### src/rtl/pulse_stretcher_if.sv
// Trigger/level bundle for pulse_stretcher: tick/len/retrig in, stretched level and event ticks out.
interface pulse_stretcher_if #(parameter int W = 16);
   logic         tick;
   logic [W-1:0] len;
   logic         retrig;
   logic         level;
   logic         done_tick;
   logic         miss_tick;

   modport master (output tick, len, retrig, input level, done_tick, miss_tick);
   modport slave  (input tick, len, retrig, output level, done_tick, miss_tick);
endinterface

### src/rtl/pulse_stretcher.sv
// Stretches accepted single-cycle ticks into a len-cycle high level, with optional
// retrigger and a fixed GAP-cycle low hold after every pulse.
module pulse_stretcher #(
   parameter int W   = 16,
   parameter int GAP = 0
) (
   input  logic clk,
   input  logic reset,
   pulse_stretcher_if.slave bus
);

   typedef enum logic [1:0] {IDLE = 2'd0, STRETCH = 2'd1, HOLD = 2'd2} state_t;

   localparam logic [W-1:0] GAP_M1 = (GAP > 0) ? W'(GAP - 1) : '0;

   state_t       state;
   logic [W-1:0] cnt;
   logic         level_q;
   logic         len_nz;
   logic         take_idle;
   logic         take_retrig;

   assign len_nz      = |bus.len;
   assign take_idle   = (state == IDLE) && bus.tick && len_nz;
   assign take_retrig = (state == STRETCH) && bus.tick && bus.retrig && len_nz;

   // Event ticks are gated by reset so they drop at once, even with tick held high.
   assign bus.done_tick = !reset && (state == STRETCH) && (cnt == '0) && !take_retrig;
   assign bus.miss_tick = !reset && bus.tick && !take_idle && !take_retrig;
   assign bus.level     = level_q;

   always_ff @(posedge clk or posedge reset) begin
      if (reset) begin
         state   <= IDLE;
         cnt     <= '0;
         level_q <= 1'b0;
      end else begin
         case (state)
            IDLE: begin
               if (take_idle) begin
                  state   <= STRETCH;
                  cnt     <= bus.len - W'(1);
                  level_q <= 1'b1;
               end
            end
            STRETCH: begin
               // Retrigger wins over expiry on the cnt==0 cycle.
               if (take_retrig) begin
                  cnt <= bus.len - W'(1);
               end else if (cnt == '0) begin
                  level_q <= 1'b0;
                  if (GAP > 0) begin
                     state <= HOLD;
                     cnt   <= GAP_M1;
                  end else begin
                     state <= IDLE;
                  end
               end else begin
                  cnt <= cnt - W'(1);
               end
            end
            HOLD: begin
               if (cnt == '0) state <= IDLE;
               else           cnt   <= cnt - W'(1);
            end
            default: begin
               state   <= IDLE;
               cnt     <= '0;
               level_q <= 1'b0;
            end
         endcase
      end
   end

endmodule

### src/flat_wrapper.sv
// flat-port wrapper written by rule: the top's interface ports become plain ports
module pulse_stretcher_flat 
#(
   parameter int W   = 16,
   parameter int GAP = 0
)
  (clk, reset, bus_tick, bus_len, bus_retrig, bus_level, bus_done_tick, bus_miss_tick);
  pulse_stretcher_if #(.W(W)) bus_i ();
  input  logic clk;
  input  logic reset;
  input wire logic [$bits(bus_i.tick)-1:0] bus_tick;
  input wire logic [$bits(bus_i.len)-1:0] bus_len;
  input wire logic [$bits(bus_i.retrig)-1:0] bus_retrig;
  output wire logic [$bits(bus_i.level)-1:0] bus_level;
  output wire logic [$bits(bus_i.done_tick)-1:0] bus_done_tick;
  output wire logic [$bits(bus_i.miss_tick)-1:0] bus_miss_tick;
  assign bus_i.tick = bus_tick;
  assign bus_i.len = bus_len;
  assign bus_i.retrig = bus_retrig;
  assign bus_level = bus_i.level;
  assign bus_done_tick = bus_i.done_tick;
  assign bus_miss_tick = bus_i.miss_tick;
  pulse_stretcher #(.W(W), .GAP(GAP)) u_core (.clk(clk), .reset(reset), .bus(bus_i));
endmodule
### config.mk
export PLATFORM = sky130hd
export DESIGN_NAME = pulse_stretcher_flat
export DESIGN_NICKNAME = d
export VERILOG_FILES = /design/src/rtl/pulse_stretcher_if.sv /design/src/rtl/pulse_stretcher.sv /design/src/flat_wrapper.sv
export SDC_FILE = /design/constraint.sdc
export NUM_CORES = 1
export LEC_CHECK = 0
export ABC_CLOCK_PERIOD_IN_PS = 6300
export CAP_MARGIN = 20
export CORE_MARGIN = 1
export CORE_UTILIZATION = 37
export DETAILED_ROUTE_END_ITERATION = 12
export DONT_BUFFER_PORTS = 1
export PLACE_DENSITY_LB_ADDON = 0.2
export SETUP_SLACK_MARGIN = 0.3
export SYNTH_ARGS = -nofsm -noshare
export SYNTH_HDL_FRONTEND = slang
export SYNTH_SLANG_ARGS = --single-unit
### constraint.sdc
create_clock -name clk -period 6.3 [get_ports clk]
set_clock_uncertainty 0.05 [all_clocks]
set_input_delay 0.63 -clock clk [delete_from_list [all_inputs] [get_ports clk]]
set_output_delay 0.63 -clock clk [all_outputs]
set_load 0.05 [all_outputs]
==> flow_metrics.env <==
export IMPL_outcome="finished, final reports clean"
export IMPL_io_pins=23
export IMPL_drt_iter0_markers=81
export IMPL_grt_use_total_pct=19.4
export IMPL_netlist_cell_type_count=44
export IMPL_grt_pass1_wl_mm=6.31
export IMPL_routedWlPerCell_um=17.4
export IMPL_root_buffer="clkbuf_8"
export IMPL_die_area_um2=4270
export IMPL_worst_pin_slew_ns=0.827
export IMPL_ant_nets=0
export IMPL_vias_per_cell=6.00
export IMPL_critPathMaxStageDelay_ns=0.74
export IMPL_start_util_pct=39.6
export IMPL_coreArea_um2=3740
export IMPL_netlist_area_um2=1480
export IMPL_seq_area_frac_synth_pct=30.4
export IMPL_drv_cap=0
export IMPL_port_buffers=0
export IMPL_first_global_vias=1294
export IMPL_synth_fp_nets=191
export IMPL_reg2reg_to="u_core.cnt[12]"
export IMPL_r2r_cells=8
export IMPL_tns_ns=0
export IMPL_gp_congestion=0.827
export IMPL_synth_most_common_cell="dfrtp_1"
export IMPL_crit_type="in2out"
export IMPL_die_width_um=65.3
export IMPL_synth_area_per_cell_um2=8.78
export IMPL_clk_transition_reported_paths_ns=0.08
export IMPL_drc=0
export IMPL_cp_buffers_inverters=1
export IMPL_drt_wl_total_mm=3.78
export IMPL_worstPathArrival_ns=3.17
export IMPL_worstHoldPathType="in2async"
export IMPL_rows=22
export IMPL_period_share_pct=61.1
export IMPL_first_pass_iters=4
export IMPL_yosysTopAreaCell="dfrtp_1"
export IMPL_rsz0062_at_grt="false"
export IMPL_area_growth_pct=5.73
export IMPL_crit_family="simple AND/OR/NAND/NOR gates"
export IMPL_cpMaxStageDelayCell="nor3b_2"
export IMPL_ys_top_cells_by_count="dfrtp_1 (18), nor2_1 (17), nor3_1 (12), o21ai_0 (12), inv_1 (11)"
export IMPL_p_leak_uw=0.000616
export IMPL_end_kind="output port"
export IMPL_grt_overflow_total=0
export IMPL_antenna_found_initial=0
export IMPL_cts_tree="done"
export IMPL_fin_util_pct=41.9
export IMPL_htree_num_levels=1
export IMPL_cts_made_buffers=3
export IMPL_post_cts_resized=0
export IMPL_finalCriticalPeriod_ns=3.85
export IMPL_die_h_um=65.3
export IMPL_regToRegSetupSlack_ns=3.70
export IMPL_num_antenna_cells=0
export IMPL_grt_start_max_net_pins=19
export IMPL_cts_buffer_depth=2
export IMPL_fmax_ghz=0.260
export IMPL_synth_edf_count=0
export IMPL_ir_drop_mv=0.209
export IMPL_async_flop_share_pct=100
export IMPL_worstPathCellList="inv_1, ha_1, or4b_1, o41ai_4, nor2_1, nor3b_2"
export IMPL_reg2reg_from="u_core.cnt[0]"
export IMPL_num_fill_cells=398
export IMPL_timing_slew_headroom_pct=44.6
export IMPL_critPathLaunch="bus_len[0]"
export IMPL_insertion_delay_ns=0.26
export IMPL_clock_sinks=18
export IMPL_powerDensity_nw_per_um2=230
export IMPL_dp_hpwl_mm=2.78
export IMPL_drive_gt1_share_pct=10.1
export IMPL_hold_viol=0
export IMPL_setup_worst_path_start_class="input pin"
export IMPL_cts_hold_buf=0
export IMPL_post_cts_buffers=0
export IMPL_cp_required_ns=5.62
export IMPL_setup_viol=0
export IMPL_fin_nets=192
export IMPL_ys_seq_elements=18
export IMPL_vias=1302
export IMPL_slew_viol_final=0
export IMPL_worstPathMaxFanout=7
export IMPL_syn_inst=169
export IMPL_synth_area_leaders="dfrtp_1 (30%), nor2_1 (4.3%), xor2_1 (4.1%)"
export IMPL_yosys_warnings=0
export IMPL_yosysTopAreaCellShare_pct=30.4
export IMPL_synth_ff_type="dfrtp_1"
-- layer usage --
layer  global-route usage [%]  up-vias  wire length [um]
met5                        0        -                 0
met4                     8.15        0                94
met3                     3.99        8               103
met2                     32.5       23              1930
met1                     24.1      634              1650
li1                         -      637                 -
-- layout make-up --
class	instances	area, um2	share of cell area [%]
Timing Repair Buffer	1	7.51	0.478
Multi-Input combinational cell	134	948	60.4
Tap cell	48	60.1	3.83
Clock buffer	4	55.1	3.51
Inverter	12	47.5	3.03
Sequential cell	18	450	28.7
-- power by group --
group,switching (uW),internal [uW]
registers,34.6,142
logic,44.3,44.8
clock network,40.2,55.6
-- layout by cell type, fill, tap and decap left out, types with 5 or more instances in the layout --
cell type,Yosys,routed
dfrtp_1,18,18
nor2_1,17,17
nor3_1,12,12
o21ai_0,12,12
inv_1,11,11
nor4_1,9,9
or4_1,7,7
nand2_1,7,7
xor2_1,7,7
mux2i_1,6,6
xnor2_1,5,5
-- state kept, by name (all words and copies together) (netlist names) --
name and flops:
u_core.state 1, u_core.bus.level 1, u_core.cnt 16
-- stage by stage --
| step | setup slack, ns | area, um2 | hold WS [ns] | total power (uW) | cells |
|---|---|---|---|---|---|
| 6_report | 2.45 | 1570 | 0.319 | 361 | 217 |
| 5_1_grt | 2.32 | 1570 | 0.377 | 386 | 217 |
| 4_1_cts | 2.45 | 1570 | 0.348 | 363 | 217 |
| 3_5_place_dp | 2.46 | 1510 | 0.456 | 267 | 213 |
| 3_3_place_gp | 2.52 | 1510 | 0.457 | 264 | 213 |
| 2_1_floorplan | 2.22 | 1480 | 0.433 | 245 | 169 |
-- how the worst max path moves through the flow --
stage / endpoint / slack, ns / cells past startpoint
final: bus_miss_tick / 2.45 / 6
after global routing: bus_miss_tick / 2.32 / 6
after detailed placement: bus_miss_tick / 2.46 / 6
after CTS: bus_miss_tick / 2.45 / 6
after floorplan: bus_done_tick / 2.22 / 8
after global placement: bus_miss_tick / 2.52 / 6
-- worst register-to-register path, cell delays in order, from the launching register on --
cell and delay [ns]:
dfrtp_1 0.40, inv_1 0.08, ha_1 0.19, nor4b_1 0.49
nand4_1 0.26, a2bb2oi_4 0.49, inv_4 0.19, and4_4 0.22
a221oi_2 0.15
-- cell families after synthesis --
kind of cell | synth area share (%)
flip-flops | 30.4
adder cells (fa/ha/maj) | 1.69
AND/OR/NAND/NOR | 27.7
XOR/XNOR | 7.08
buffers and inverters | 6.07
AO/OA/AOI/OAI | 21.5
multiplexers | 5.56
Power figures use the tool's default switching activity.
